File: src/rtl/mem_data_arbiter_pkg.sv
`default_nettype none
// ============================================================================
//  Module   : mem_pkg
//  Purpose  : Shared encodings for the data-side memory arbiter.
//  Revision : 1.0  initial release
// ============================================================================
package mem_pkg;

    localparam logic [1:0] OP_ILLEGAL = 2'd0;
    localparam logic [1:0] OP_RD1     = 2'd1;
    localparam logic [1:0] OP_RD2     = 2'd2;
    localparam logic [1:0] OP_WR      = 2'd3;

    localparam logic [1:0] MRD_NONE = 2'd0;
    localparam logic [1:0] MRD_ONE  = 2'd1;
    localparam logic [1:0] MRD_TWO  = 2'd2;

    localparam logic [1:0] ST_IDLE  = 2'd0;
    localparam logic [1:0] ST_ISSUE = 2'd1;
    localparam logic [1:0] ST_RESP  = 2'd2;

    localparam int unsigned DATA_LIMIT_DEFAULT = 32'd1048576;

    function automatic logic [1:0] mem_read_for(input logic [1:0] op);
        case (op)
            OP_RD1:  return MRD_ONE;
            OP_RD2:  return MRD_TWO;
            default: return MRD_NONE;
        endcase
    endfunction

endpackage
`default_nettype wire

File: src/rtl/mem_data_arbiter_if.sv
`default_nettype none
// ============================================================================
//  Module   : mem_data_arbiter_if
//  Purpose  : Requester handshakes plus the memory data-port bus.
//  Revision : 1.0  initial release
// ============================================================================
interface mem_data_arbiter_if #(
    parameter int AW = 32,
    parameter int DW = 32
);
    logic          r0_valid;
    logic          r0_ready;
    logic [1:0]    r0_op;
    logic [AW-1:0] r0_addr1;
    logic [AW-1:0] r0_addr2;
    logic [DW-1:0] r0_wdata;
    logic          r0_rsp_valid;
    logic [DW-1:0] r0_rsp_data1;
    logic [DW-1:0] r0_rsp_data2;
    logic          r0_rsp_err;

    logic          r1_valid;
    logic          r1_ready;
    logic [1:0]    r1_op;
    logic [AW-1:0] r1_addr1;
    logic [AW-1:0] r1_addr2;
    logic [DW-1:0] r1_wdata;
    logic          r1_rsp_valid;
    logic [DW-1:0] r1_rsp_data1;
    logic [DW-1:0] r1_rsp_data2;
    logic          r1_rsp_err;

    logic          mem_en;
    logic [1:0]    mem_read;
    logic          mem_write;
    logic [AW-1:0] mem_addr1;
    logic [AW-1:0] mem_addr2;
    logic [DW-1:0] mem_wdata;
    logic [DW-1:0] mem_data1;
    logic [DW-1:0] mem_data2;

    // slave: the arbiter itself; master: requesters and the memory around it
    modport slave (
        input  r0_valid, r0_op, r0_addr1, r0_addr2, r0_wdata,
        output r0_ready, r0_rsp_valid, r0_rsp_data1, r0_rsp_data2, r0_rsp_err,
        input  r1_valid, r1_op, r1_addr1, r1_addr2, r1_wdata,
        output r1_ready, r1_rsp_valid, r1_rsp_data1, r1_rsp_data2, r1_rsp_err,
        output mem_en, mem_read, mem_write, mem_addr1, mem_addr2, mem_wdata,
        input  mem_data1, mem_data2
    );

    modport master (
        output r0_valid, r0_op, r0_addr1, r0_addr2, r0_wdata,
        input  r0_ready, r0_rsp_valid, r0_rsp_data1, r0_rsp_data2, r0_rsp_err,
        output r1_valid, r1_op, r1_addr1, r1_addr2, r1_wdata,
        input  r1_ready, r1_rsp_valid, r1_rsp_data1, r1_rsp_data2, r1_rsp_err,
        input  mem_en, mem_read, mem_write, mem_addr1, mem_addr2, mem_wdata,
        output mem_data1, mem_data2
    );

endinterface
`default_nettype wire

File: src/rtl/mem_data_arbiter_rr_arb2.sv
`default_nettype none
// ============================================================================
//  Module   : rr_arb2
//  Purpose  : Two-way combinational round-robin pick; history lives in parent.
//  Revision : 1.0  initial release
// ============================================================================
module rr_arb2 (
    input  wire logic [1:0] req,
    input  wire logic       last_grant,
    output logic      [1:0] grant,
    output logic            grant_id
);

    always_comb begin
        grant_id = 1'b0;
        if (req == 2'b11) begin
            grant_id = ~last_grant;
        end else if (req[1]) begin
            grant_id = 1'b1;
        end
        grant = 2'b00;
        if (req != 2'b00) begin
            grant = grant_id ? 2'b10 : 2'b01;
        end
    end

endmodule
`default_nettype wire

File: src/rtl/mem_data_arbiter.sv
`default_nettype none
// ============================================================================
//  Module   : mem_data_arbiter
//  Purpose  : Round-robin share of the unified memory data port, one
//             transaction per three cycles, with data-region bound checking.
//  Revision : 1.0  initial release
// ============================================================================
module mem_data_arbiter
    import mem_pkg::*;
#(
    parameter int          AW         = 32,
    parameter int          DW         = 32,
    parameter int unsigned DATA_LIMIT = DATA_LIMIT_DEFAULT
) (
    input  wire logic          clk,
    input  wire logic          reset,
    mem_data_arbiter_if.slave  bus
);

    localparam logic [AW-1:0] c_limit = AW'(DATA_LIMIT);

    logic [1:0]    r_state;
    logic          r_last_grant;
    logic          r_id;
    logic [1:0]    r_op;
    logic [AW-1:0] r_addr1;
    logic [AW-1:0] r_addr2;
    logic [DW-1:0] r_wdata;
    logic          r_err;
    logic [1:0]    r_rsp_valid;
    logic [1:0]    r_rsp_err;
    logic [DW-1:0] r_rsp_data1 [2];
    logic [DW-1:0] r_rsp_data2 [2];

    logic [1:0]    w_req;
    logic [1:0]    w_grant;
    logic          w_grant_id;
    logic          w_idle;
    logic          w_issue;
    logic [1:0]    w_sel_op;
    logic [AW-1:0] w_sel_addr1;
    logic [AW-1:0] w_sel_addr2;
    logic [DW-1:0] w_sel_wdata;
    logic          w_sel_err;

    assign w_req = {bus.r1_valid, bus.r0_valid};

    rr_arb2 u_arb (
        .req        (w_req),
        .last_grant (r_last_grant),
        .grant      (w_grant),
        .grant_id   (w_grant_id)
    );

    assign w_idle       = (r_state == ST_IDLE);
    assign bus.r0_ready = w_idle & w_grant[0];
    assign bus.r1_ready = w_idle & w_grant[1];

    assign w_sel_op    = w_grant_id ? bus.r1_op    : bus.r0_op;
    assign w_sel_addr1 = w_grant_id ? bus.r1_addr1 : bus.r0_addr1;
    assign w_sel_addr2 = w_grant_id ? bus.r1_addr2 : bus.r0_addr2;
    assign w_sel_wdata = w_grant_id ? bus.r1_wdata : bus.r0_wdata;

    // Any error suppresses the memory strobes, which keeps the instruction region write-safe
    assign w_sel_err = (w_sel_op == OP_ILLEGAL) || (w_sel_addr1 >= c_limit) ||
                       ((w_sel_op == OP_RD2) && (w_sel_addr2 >= c_limit));

    always_ff @(posedge clk) begin
        if (reset) begin
            r_state      <= ST_IDLE;
            r_last_grant <= 1'b1;
            r_id         <= 1'b0;
            r_op         <= OP_ILLEGAL;
            r_addr1      <= '0;
            r_addr2      <= '0;
            r_wdata      <= '0;
            r_err        <= 1'b0;
            r_rsp_valid  <= 2'b00;
            r_rsp_err    <= 2'b00;
            r_rsp_data1  <= '{default: '0};
            r_rsp_data2  <= '{default: '0};
        end else begin
            r_rsp_valid <= 2'b00;
            case (r_state)
                ST_IDLE: begin
                    if (w_req != 2'b00) begin
                        r_id         <= w_grant_id;
                        r_last_grant <= w_grant_id;
                        r_op         <= w_sel_op;
                        r_addr1      <= w_sel_addr1;
                        r_addr2      <= w_sel_addr2;
                        r_wdata      <= w_sel_wdata;
                        r_err        <= w_sel_err;
                        r_state      <= ST_ISSUE;
                    end
                end
                ST_ISSUE: r_state <= ST_RESP;
                ST_RESP: begin
                    r_rsp_valid[r_id] <= 1'b1;
                    r_rsp_err[r_id]   <= r_err;
                    r_rsp_data1[r_id] <= (!r_err && (r_op == OP_RD1 || r_op == OP_RD2)) ?
                                         bus.mem_data1 : '0;
                    r_rsp_data2[r_id] <= (!r_err && r_op == OP_RD2) ? bus.mem_data2 : '0;
                    r_state           <= ST_IDLE;
                end
                default: r_state <= ST_IDLE;
            endcase
        end
    end

    assign w_issue       = (r_state == ST_ISSUE) && !r_err;
    assign bus.mem_en    = 1'b1;
    assign bus.mem_read  = w_issue ? mem_read_for(r_op) : MRD_NONE;
    assign bus.mem_write = w_issue && (r_op == OP_WR);
    assign bus.mem_addr1 = r_addr1;
    assign bus.mem_addr2 = r_addr2;
    assign bus.mem_wdata = r_wdata;

    assign bus.r0_rsp_valid = r_rsp_valid[0];
    assign bus.r0_rsp_err   = r_rsp_err[0];
    assign bus.r0_rsp_data1 = r_rsp_data1[0];
    assign bus.r0_rsp_data2 = r_rsp_data2[0];
    assign bus.r1_rsp_valid = r_rsp_valid[1];
    assign bus.r1_rsp_err   = r_rsp_err[1];
    assign bus.r1_rsp_data1 = r_rsp_data1[1];
    assign bus.r1_rsp_data2 = r_rsp_data2[1];

endmodule
`default_nettype wire

File: src/flat_wrapper.sv
// flat-port wrapper written by rule: the top's interface ports become plain ports
module mem_data_arbiter_flat import mem_pkg::*;
#(
    parameter int          AW         = 32,
    parameter int          DW         = 32,
    parameter int unsigned DATA_LIMIT = DATA_LIMIT_DEFAULT
)
  (clk, reset, bus_r0_valid, bus_r0_op, bus_r0_addr1, bus_r0_addr2, bus_r0_wdata, bus_r0_ready, bus_r0_rsp_valid, bus_r0_rsp_data1, bus_r0_rsp_data2, bus_r0_rsp_err, bus_r1_valid, bus_r1_op, bus_r1_addr1, bus_r1_addr2, bus_r1_wdata, bus_r1_ready, bus_r1_rsp_valid, bus_r1_rsp_data1, bus_r1_rsp_data2, bus_r1_rsp_err, bus_mem_en, bus_mem_read, bus_mem_write, bus_mem_addr1, bus_mem_addr2, bus_mem_wdata, bus_mem_data1, bus_mem_data2);
  mem_data_arbiter_if #(.AW(AW), .DW(DW)) bus_i ();
  input  wire logic clk;
  input  wire logic reset;
  input wire logic [$bits(bus_i.r0_valid)-1:0] bus_r0_valid;
  input wire logic [$bits(bus_i.r0_op)-1:0] bus_r0_op;
  input wire logic [$bits(bus_i.r0_addr1)-1:0] bus_r0_addr1;
  input wire logic [$bits(bus_i.r0_addr2)-1:0] bus_r0_addr2;
  input wire logic [$bits(bus_i.r0_wdata)-1:0] bus_r0_wdata;
  output wire logic [$bits(bus_i.r0_ready)-1:0] bus_r0_ready;
  output wire logic [$bits(bus_i.r0_rsp_valid)-1:0] bus_r0_rsp_valid;
  output wire logic [$bits(bus_i.r0_rsp_data1)-1:0] bus_r0_rsp_data1;
  output wire logic [$bits(bus_i.r0_rsp_data2)-1:0] bus_r0_rsp_data2;
  output wire logic [$bits(bus_i.r0_rsp_err)-1:0] bus_r0_rsp_err;
  input wire logic [$bits(bus_i.r1_valid)-1:0] bus_r1_valid;
  input wire logic [$bits(bus_i.r1_op)-1:0] bus_r1_op;
  input wire logic [$bits(bus_i.r1_addr1)-1:0] bus_r1_addr1;
  input wire logic [$bits(bus_i.r1_addr2)-1:0] bus_r1_addr2;
  input wire logic [$bits(bus_i.r1_wdata)-1:0] bus_r1_wdata;
  output wire logic [$bits(bus_i.r1_ready)-1:0] bus_r1_ready;
  output wire logic [$bits(bus_i.r1_rsp_valid)-1:0] bus_r1_rsp_valid;
  output wire logic [$bits(bus_i.r1_rsp_data1)-1:0] bus_r1_rsp_data1;
  output wire logic [$bits(bus_i.r1_rsp_data2)-1:0] bus_r1_rsp_data2;
  output wire logic [$bits(bus_i.r1_rsp_err)-1:0] bus_r1_rsp_err;
  output wire logic [$bits(bus_i.mem_en)-1:0] bus_mem_en;
  output wire logic [$bits(bus_i.mem_read)-1:0] bus_mem_read;
  output wire logic [$bits(bus_i.mem_write)-1:0] bus_mem_write;
  output wire logic [$bits(bus_i.mem_addr1)-1:0] bus_mem_addr1;
  output wire logic [$bits(bus_i.mem_addr2)-1:0] bus_mem_addr2;
  output wire logic [$bits(bus_i.mem_wdata)-1:0] bus_mem_wdata;
  input wire logic [$bits(bus_i.mem_data1)-1:0] bus_mem_data1;
  input wire logic [$bits(bus_i.mem_data2)-1:0] bus_mem_data2;
  assign bus_i.r0_valid = bus_r0_valid;
  assign bus_i.r0_op = bus_r0_op;
  assign bus_i.r0_addr1 = bus_r0_addr1;
  assign bus_i.r0_addr2 = bus_r0_addr2;
  assign bus_i.r0_wdata = bus_r0_wdata;
  assign bus_r0_ready = bus_i.r0_ready;
  assign bus_r0_rsp_valid = bus_i.r0_rsp_valid;
  assign bus_r0_rsp_data1 = bus_i.r0_rsp_data1;
  assign bus_r0_rsp_data2 = bus_i.r0_rsp_data2;
  assign bus_r0_rsp_err = bus_i.r0_rsp_err;
  assign bus_i.r1_valid = bus_r1_valid;
  assign bus_i.r1_op = bus_r1_op;
  assign bus_i.r1_addr1 = bus_r1_addr1;
  assign bus_i.r1_addr2 = bus_r1_addr2;
  assign bus_i.r1_wdata = bus_r1_wdata;
  assign bus_r1_ready = bus_i.r1_ready;
  assign bus_r1_rsp_valid = bus_i.r1_rsp_valid;
  assign bus_r1_rsp_data1 = bus_i.r1_rsp_data1;
  assign bus_r1_rsp_data2 = bus_i.r1_rsp_data2;
  assign bus_r1_rsp_err = bus_i.r1_rsp_err;
  assign bus_mem_en = bus_i.mem_en;
  assign bus_mem_read = bus_i.mem_read;
  assign bus_mem_write = bus_i.mem_write;
  assign bus_mem_addr1 = bus_i.mem_addr1;
  assign bus_mem_addr2 = bus_i.mem_addr2;
  assign bus_mem_wdata = bus_i.mem_wdata;
  assign bus_i.mem_data1 = bus_mem_data1;
  assign bus_i.mem_data2 = bus_mem_data2;
  mem_data_arbiter #(.AW(AW), .DW(DW), .DATA_LIMIT(DATA_LIMIT)) u_core (.clk(clk), .reset(reset), .bus(bus_i));
endmodule
File: config.mk
export PLATFORM = sky130hd
export DESIGN_NAME = mem_data_arbiter_flat
export DESIGN_NICKNAME = d
export VERILOG_FILES = /design/src/rtl/mem_data_arbiter_pkg.sv /design/src/rtl/mem_data_arbiter_if.sv /design/src/rtl/mem_data_arbiter_rr_arb2.sv /design/src/rtl/mem_data_arbiter.sv /design/src/flat_wrapper.sv
export SDC_FILE = /design/constraint.sdc
export NUM_CORES = 1
export LEC_CHECK = 0
export ABC_AREA = 1
export CAP_MARGIN = 40
export CORE_AREA = 2 2 196 198
export DETAILED_ROUTE_END_ITERATION = 10
export DIE_AREA = 0 0 198 200
export GPL_TIMING_DRIVEN = 0
export PLACE_DENSITY = 0.52
export SLEW_MARGIN = 40
export SYNTH_ARGS = -nofsm -noshare
export SYNTH_HDL_FRONTEND = slang
export SYNTH_SLANG_ARGS = --single-unit
File: constraint.sdc
create_clock -name clk -period 3.9 [get_ports clk]
set_input_delay 0.78 -clock clk [delete_from_list [all_inputs] [get_ports clk]]
set_output_delay 0.78 -clock clk [all_outputs]
set_load 0.005 [all_outputs]
# --- Word-level counts from Yosys, hierarchy flattened ---
# Index checks and enable logic that the tools add are counted.
# Widths: inputs -> output; s select.
totals:
  reg_bits: 235
  latch_bits: 0
  mem_bits_rw: 0
  romBits: 0
  input_bits: 264
  out_inout_bits: 234
  wordCells: 70
  mem_count: 0
op_classes:
  n_addsub: 0
  mul: 0
  div_mod_pow: 0
  magnitude_cmp: 6
  n_eq_ne: 8
  shifts: 0
  muxes: 21
  bitwise_logic: 5
  reduce_logical: 16
ops:
  columns: ["op", "n"]
  rows:
  - ["$mux 32", 6]
  - ["$bwmux 64", 2]
  - ["$ge 32x21->1 const B", 2]
  - ["$demux 32 s1", 1]
  - ["$eq 2x2->1 const B", 5]
  - ["$mux 2", 5]
  - ["$pmux 2 s2", 2]
  - ["$logic_and 1x1->1", 7]
  - ["$eq 2x1->1 const B", 2]
  - ["$logic_not 2->1", 2]
  - ["$logic_or 1x1->1", 3]
  - ["$mux 1", 3]
  - ["$and 1x1->1", 2]
  - ["$bwmux 2", 1]
  - ["$ge 2x2->1 const B", 1]
  - ["$lt 1x2->1 const B", 1]
  - ["$lt 2x1->1 const B", 1]
  - ["$ne 2x2->1 const B", 1]
  - ["$not 1->1", 2]
  - ["$not 1->2", 1]
  - ["$reduce_and 2->1", 1]
  - ["$reduce_bool 2->1", 1]
  - ["$reduce_or 2->1", 1]
  - ["$demux 1 s1", 1]
  - ["other kinds (2)", 2]

# --- Depth between registers and ports, before layout ---
# Gate-level depths: netlist (run 1).
depth:
  depth_word: 6
  mapped_depth: 13
  ltp_nobuf: 12

# --- By module ---
# Synthesis (run 1) repeated with hierarchy kept, for this count alone.
unflattened:
  hier_cells: 1286
  area_unflattened_um2: 9480.3
modules_own_cells:
  columns: ["mod", "n_inst", "cells_per_inst", "area_each_um2", "seq_area_each_um2"]
  rows:
  - ["mem_data_arbiter", 1, 1280, 9455.3, 4704.5]
  - ["rr_arb2", 1, 6, 25.0, 0.0]

# --- Worst setup path after synthesis (run 1) ---
# No wires, ideal clock.
synth_path:
  path_type: "in2out"
  startpoint: "input bus_r0_valid"
  endpoint: "output bus_r1_ready"
  t_arrival_ns: 1.443
  t_required_ns: 3.120
  path_slack_ns: 1.677
  path_stages: 5
  path_buffers: 2
  path_cell_list: "nand2_1 -> nand2_4 -> buf_6 -> nor2_4 -> buf_2"
synth_via:
  elab_chain_cells: 5
  elab_cells_between_ends: 6
  classes_between: "eq/ne (1); mux (3); bitwise (1); reduce/logical (1)"
synth_rtl:
  columns: ["item", "line", "rtl"]
  rows:
  - ["from (decl)", "flat_wrapper.sv:12", "input wire logic [$bits(bus_i.r0_valid)-1:0] bus_r0_valid;"]
  - ["$eq 2x2->1", "mem_data_arbiter_rr_arb2.sv:16", "if (req == 2'b11) begin"]
  - ["$mux 1", "mem_data_arbiter_rr_arb2.sv:16", null]
  - ["$mux 2", "mem_data_arbiter_rr_arb2.sv:23", "grant = grant_id ? 2'b10 : 2'b01;"]
  - ["$mux 2 (*)", "mem_data_arbiter_rr_arb2.sv:22", "if (req != 2'b00) begin"]
  - ["$and 1x1->1 (*)", "mem_data_arbiter.sv:57", "assign bus.r1_ready = w_idle & w_grant[1];"]
  - ["to (decl)", "flat_wrapper.sv:27", "output wire logic [$bits(bus_i.r1_ready)-1:0] bus_r1_ready;"]
# Every way passes the cells marked *; elsewhere a longest branch is shown, timed or not.

# --- Worst setup path after layout (run 1) ---
layout_path:
  startpoint: "input bus_r0_valid"
  endpoint: "output bus_r0_ready"
layout_via:
  elab_chain_cells: 5
  elab_cells_between_ends: 6
  classes_between: "eq/ne (1); mux (3); bitwise (1); reduce/logical (1)"
layout_rtl:
  columns: ["item", "line", "rtl"]
  rows:
  - ["$eq 2x2->1", "mem_data_arbiter_rr_arb2.sv:16", null]
  - ["$mux 1", "mem_data_arbiter_rr_arb2.sv:16", null]
  - ["$mux 2", "mem_data_arbiter_rr_arb2.sv:23", null]
  - ["$mux 2 (*)", "mem_data_arbiter_rr_arb2.sv:22", null]
  - ["$and 1x1->1 (*)", "mem_data_arbiter.sv:56", "assign bus.r0_ready = w_idle & w_grant[0];"]
  - ["to (decl)", "flat_wrapper.sv:17", "output wire logic [$bits(bus_i.r0_ready)-1:0] bus_r0_ready;"]
# Marks and branches as above.

==> results of run 1 <==
## power groups by stage
| stage | Clock, uW | Sequential, uW | Combinational, uW |
|---|---|---|---|
| 2_1_floorplan | 0 | 2700 | 449 |
| 3_3_place_gp | 0 | 2700 | 1270 |
| 3_5_place_dp | 0 | 2700 | 1270 |
| 4_1_cts | 2750 | 2650 | 1280 |
| 5_1_grt | 2850 | 2670 | 1380 |
| 6_report | 2690 | 2660 | 1260 |
## layout make-up
cell class              count  area (sq um)
repair buffers            495          4950
clock buffers              43           848
flip-flops and latches    235          4700
diodes                      3          7.51
clock inverters             9          97.6
plain buffers              97           462
inverters                  62           233
fillers                  3835         21500
multi-input cells         873          3930
well taps                 511           639
## routing by layer
metal  part of all wire, %  vias up  GRT usage, %
met2                    47      419          36.6
met5                 0.030        -             0
met3                   8.0       71          5.53
li1                      -     5231             -
met1                    42     4970          25.9
met4                   3.0        2          7.27
## sequential cells by signal (all words and copies together), names as in the netlist
signal                   flops
u_core.bus.mem_addr1        32
u_core.bus.mem_addr2        32
u_core.bus.mem_wdata        32
u_core.bus.r0_rsp_data1     32
u_core.bus.r0_rsp_data2     32
u_core.bus.r1_rsp_data1     32
u_core.bus.r1_rsp_data2     32
u_core.r_op                  2
u_core.r_rsp_err             2
u_core.r_rsp_valid           2
u_core.r_state               2
u_core.r_err                 1
u_core.r_id                  1
u_core.r_last_grant          1
## cells by family (layout without fill, tap and decap cells)
| group | after synthesis | in the layout | share of synthesized area, % |
|---|---|---|---|
| adder cells (fa/ha/maj) | 3 | 3 | 0.403 |
| other | 1 | 4 | 0.0402 |
| AND/OR/NAND/NOR | 526 | 526 | 21.9 |
| AO/OA/AOI/OAI | 343 | 343 | 19.8 |
| flip-flops | 235 | 235 | 50.5 |
| buffers and inverters | 159 | 706 | 7.45 |
## worst register-to-register path, cell delays in order (launching register included)
cell and delay [ns]:
dfxtp_1 0.36, inv_1 0.08, ha_1 0.30, nor2_2 0.50, inv_1 0.26, clkbuf_1 0.32
nor2_1 0.23, nand2_1 0.07, a21oi_1 0.13
## final timing paths
| path | startpoint | to | slack (ns) | cells after the start |
|---|---|---|---|---|
| worst max register to register | u_core.r_op[0] | u_core.bus.r0_rsp_data1[28] | 1.57 | 8 |
| worst min register to register | u_core.bus.r1_rsp_data1[13] | u_core.bus.r1_rsp_data1[13] | 0.46 | 2 |
| worst max-delay path | bus_r0_valid | bus_r0_ready | 0.22 | 7 |
| worst min-delay path | u_core.bus.r1_rsp_data1[13] | u_core.bus.r1_rsp_data1[13] | 0.46 | 2 |
## metrics by stage
stage,setup WS [ns],area [sq um],utilization [%]
6_report,0.224,15900,42.4
5_1_grt,0.0759,15900,42.4
4_1_cts,0.179,15900,42.4
3_5_place_dp,0.184,14900,39.9
3_3_place_gp,0.196,14900,39.9
2_1_floorplan,1.68,9320,-
## placed cells by master, fill, tap and decap left out, types with 2 or more instances in the layout
cell / instances
a211oi_1: 2
a21oi_1: 73
a31oi_1: 90
buf_1: 2
buf_2: 32
buf_4: 8
buf_6: 3
bufinv_16: 2
clkbuf_1: 55
clkbuf_16: 29
clkbuf_2: 4
clkbuf_8: 7
clkdlybuf4s50_1: 495
clkinv_2: 6
dfxtp_1: 235
diode_2: 3
ha_1: 3
inv_1: 59
inv_2: 3
nand2_1: 304
nand3_1: 11
nand4_1: 3
nor2_1: 197
nor2_2: 3
nor2_4: 2
o21ai_0: 157
o21ai_1: 20
or2_1: 2
==> flow_summary.yaml, run 1 <==
route:
  num_vias: 10700
  drc: 0
  firstDrtPassIters: 5
  routed_wl_um: 43500
  wl_per_cell_um: 18.7
  postRouteAntennaNets: 0
  first_iter_violations: 512
  viasPerCell: 4.59
clock_tree:
  cts_tree: "built"
  cts_root_buf: "clkbuf_16"
  clkSlewWorstSetupHoldPaths_ns: 0.06
  postCtsSetupBuffers: 0
  clock_sinks: 235
  post_cts_resized: 0
  cts_hold_buf: 0
  cts_buffers: 28
  clkLatencyLatePin_ns: 0.54
  cts_max_level: 1
  cts.path.max_buffers: 3
die:
  ioPinCount: 498
  die_y_um: 200
  die_width_um: 198
  fp-row-count: 71
  core_area_sq_um: 37400
  initial_utilization_pct: 24.9
  die_area_sq_um: 39600
yosys:
  ys_warn_count: 0
  synth_seq_cells: 235
  syn_nets: 1534
  ys_top_cells_by_area: "dfxtp_1 50%, nand2_1 12%, o21ai_0 8.4%"
  syn-instance-count: 1267
  synth_cell_types: 28
  postSynthAreaPerCell_sq_um: 7.36
  seq_area_frac_synth_pct: 50.5
  synthesis.area_sq_um: 9320
  synth_top_cell_by_area: "dfxtp_1"
  yosysMostFrequentCell: "nand2_1"
  synth.top_cell.area_share_pct: 50.5
  async_flop_share_pct: 0
  synth_edf_count: 0
  ys.flop_type: "dfxtp_1"
  synth_commonest_cells: "304 x nand2_1, 235 x dfxtp_1, 197 x nor2_1, 157 x o21ai_0, 90 x a31oi_1"
placed_design:
  dp_cells: 2273
  place_congestion: 0.883
  port_buffers: 495
  dp_hpwl_um: 34200
worst_setup_path:
  path_cells: "clkdlybuf4s50_1, nand2_1, nand2_4, inv_2, nor2_2, buf_2, clkdlybuf4s50_1"
  startpoint_type: "input pin"
  cp_top_family: "buffers and inverters"
  endpoint_kind: "output port"
  crit_slowest_cell: "clkdlybuf4s50_1"
  worst_path_most_repeated_cell: "clkdlybuf4s50_1"
  worstPathRequired_ns: 3.12
  slowest_delay_ns: 0.55
  crit_type: "in -> out"
  worst-path-buf-inv: 4
  crit_path_max_fanout: 10
  cp.arrival_ns: 2.90
pwr:
  power.leakage_uw: 0.00640
  switching_power_uw: 1760
  cell_internal_pwr_uw: 4850
  power_density_nw_per_um2: 416
  peakVddDrop_uv: 231
  p_sw_share_pct: 26.7
  comb_power_share_pct: 19.1
  power_frac_seq_pct: 40.2
  clkPwrFrac_pct: 40.7
  total_power_uw: 6610
timing:
  finClkSkew_ns: 0.0148
  hold_viol_final: 0
  whs_ns: 0.459
  finalMaxSlewViolations: 0
  tns_ns: 0
  timing.slew.headroom_pct: 50.3
  period_needed_ns: 3.68
  rsz0062_at_grt: "false"
  fin_crit_sh_pct: 94.3
  clock.fmax_mhz: 272
  setup_viol: 0
  tightestPinTransition_ns: 0.745
global_route:
  grt_pass1_vias: 10700
  grtUsageTotal_pct: 21.3
  grt_pass1_wl_um: 64700
  grt_max_degree: 14
  grt.overflow.total: 0
  antenna_found_initial: 5
layout:
  syn_to_final_growth_pct: 70.2
  layout.nets: 2059
  fin_cells: 2328
  drive_gt1_share_pct: 5.68
outcome:
  status: "completed"
min_path:
  hold_path_class: "reg -> reg"
flow_run:
  drv_cap: 0
Note: power is estimated with default switching activity, not from simulation.
==> run 2, diff against run 1 <==
--- a/config.mk
+++ b/config.mk
@@ -12,7 +12,7 @@
 export DIE_AREA = 0 0 198 200
 export GPL_TIMING_DRIVEN = 0
 export PLACE_DENSITY = 0.52
-export SLEW_MARGIN = 40
+export SLEW_MARGIN = 10
 export SYNTH_ARGS = -nofsm -noshare
 export SYNTH_HDL_FRONTEND = slang
 export SYNTH_SLANG_ARGS = --single-unit
==> results of run 2 <==
Final layout, timing and power as in run 1 (identical DEF).
==> run 3, diff against run 2 <==
--- a/config.mk
+++ b/config.mk
@@ -11,6 +11,7 @@
 export DETAILED_ROUTE_END_ITERATION = 10
 export DIE_AREA = 0 0 198 200
 export GPL_TIMING_DRIVEN = 0
+export MAX_ROUTING_LAYER = met4
 export PLACE_DENSITY = 0.52
 export SLEW_MARGIN = 10
 export SYNTH_ARGS = -nofsm -noshare
==> flow_summary.yaml, run 3 (same netlist as run 1, synthesis figures left out) <==
timing:
  finalMaxSlewViolations: 0
  tightestPinTransition_ns: 0.741
  period_needed_ns: 3.69
  tns_ns: 0
  setup_viol: 0
  clock.fmax_mhz: 271
  finClkSkew_ns: 0.0157
  timing.slew.headroom_pct: 50.6
  rsz0062_at_grt: "false"
  hold_viol_final: 0
  fin_crit_sh_pct: 94.6
global_route:
  grt_max_degree: 14
  grt_pass1_vias: 10700
  grtUsageTotal_pct: 22.0
  antenna_found_initial: 5
  grt.overflow.total: 0
  grt_pass1_wl_um: 64500
worst_setup_path:
  rrSetupSlack_ns: 1.61
  startpoint_type: "input pin"
  r2r-end: "u_core.bus.r0_rsp_data1[28]"
  endpoint_kind: "output port"
  ff2ff_path_depth: 8
  cp.arrival_ns: 2.91
  rr_startpoint: "u_core.r_op[0]"
  worstPathRequired_ns: 3.12
  crit_path_max_fanout: 10
  crit_type: "in -> out"
die:
  initial_utilization_pct: 24.9
  die_area_sq_um: 39600
  ioPinCount: 498
  core_area_sq_um: 37400
  fp-row-count: 71
  die_y_um: 200
  die_width_um: 198
layout:
  layout.nets: 2059
  fin_cells: 2329
  drive_gt1_share_pct: 5.68
  layout_commonest_cell: "clkdlybuf4s50_1"
  seqCellArea_sq_um: 4700
  syn_to_final_growth_pct: 70.2
  multiInputGateArea_sq_um: 3930
  mostFrequentLayoutCells: "495 x clkdlybuf4s50_1, 304 x nand2_1, 235 x dfxtp_1"
  n_fill_cell: 3834
clock_tree:
  clkSlewWorstSetupHoldPaths_ns: 0.06
  cts_root_buf: "clkbuf_16"
  post_cts_resized: 0
  cts_hold_buf: 0
  cts.path.max_buffers: 3
  clock_sinks: 235
  cts_buffers: 28
  cts_tree: "built"
  clkLatencyLatePin_ns: 0.54
  postCtsSetupBuffers: 0
  cts_max_level: 1
placed_design:
  dp_hpwl_um: 34200
  dp_cells: 2273
  port_buffers: 495
  place_congestion: 0.898
route:
  postRouteAntennaNets: 0
  num_vias: 10700
  firstDrtPassIters: 5
  viasPerCell: 4.58
  first_iter_violations: 490
  wl_per_cell_um: 18.7
  drc: 0
  routed_wl_um: 43600
pwr:
  power.leakage_uw: 0.00640
  power_density_nw_per_um2: 417
  peakVddDrop_uv: 233
min_path:
  hold_path_class: "reg -> reg"
  hold_start: "u_core.bus.r1_rsp_data1[31]"
  whs_endpoint: "u_core.bus.r1_rsp_data1[31]"
  hold_depth: 2
flow_run:
  drv_cap: 0
outcome:
  status: "completed"
run 3: cell count changes in the layout (fill, tap and decap cells not counted), sizes merged:
| cell | change |
|---|---|
| diode | +1 |
run 3: cell type report:
| class | instances | share of cell area, % |
|---|---|---|
| diodes | 4 | 0.0631 |
| plain buffers | 97 | 2.91 |
| well taps | 511 | 4.03 |
| clock inverters | 9 | 0.615 |
| inverters | 62 | 1.47 |
| flip-flops and latches | 235 | 29.6 |
| clock buffers | 43 | 5.34 |
| multi-input cells | 873 | 24.7 |
| repair buffers | 495 | 31.2 |
run 3: metal layers:
metal  global-route usage [%]  share of wire [%]  vias to the layer above
met5                        -                  0                        -
met4                     7.16                3.2                        0
met3                     5.23                7.7                       77
met2                     36.7                 47                      401
met1                     26.2                 42                     4962
li1                         -                  -                     5227
run 3: worst max-delay path by stage:
stage,start,to,slack (ns),depth (start not counted)
after CTS,bus_r0_valid,bus_r0_ready,0.18,7
after floorplan,bus_r0_valid,bus_r1_ready,1.68,5
after global placement,bus_r0_valid,bus_r0_ready,0.20,7
after global routing,bus_r0_valid,bus_r0_ready,0.08,7
after detailed placement,bus_r0_valid,bus_r0_ready,0.18,7
final,bus_r0_valid,bus_r0_ready,0.21,7
run 3: critical path: stages:
cell	delay, ns
clkdlybuf4s50_1	0.53
nand2_1	0.12
nand2_4	0.15
inv_2	0.14
nor2_2	0.31
buf_2	0.32
clkdlybuf4s50_1	0.55
run 3: through the flow:
stage	setup WS [ns]	area [sq um]	utilization [%]	hold slack (ns)	power, uW
after floorplan	1.68	9320	-	0.433	3150
after global placement	0.196	14900	39.9	0.448	3970
after detailed placement	0.184	14900	39.9	0.453	3970
after CTS	0.179	15900	42.4	0.462	6690
after global routing	0.0826	15900	42.4	0.483	6900
final	0.209	15900	42.4	0.460	6610
run 3: power by group:
group | switching [uW] | internal (uW)
clock network | 1070 | 1620
registers | 92.7 | 2560
logic | 606 | 659
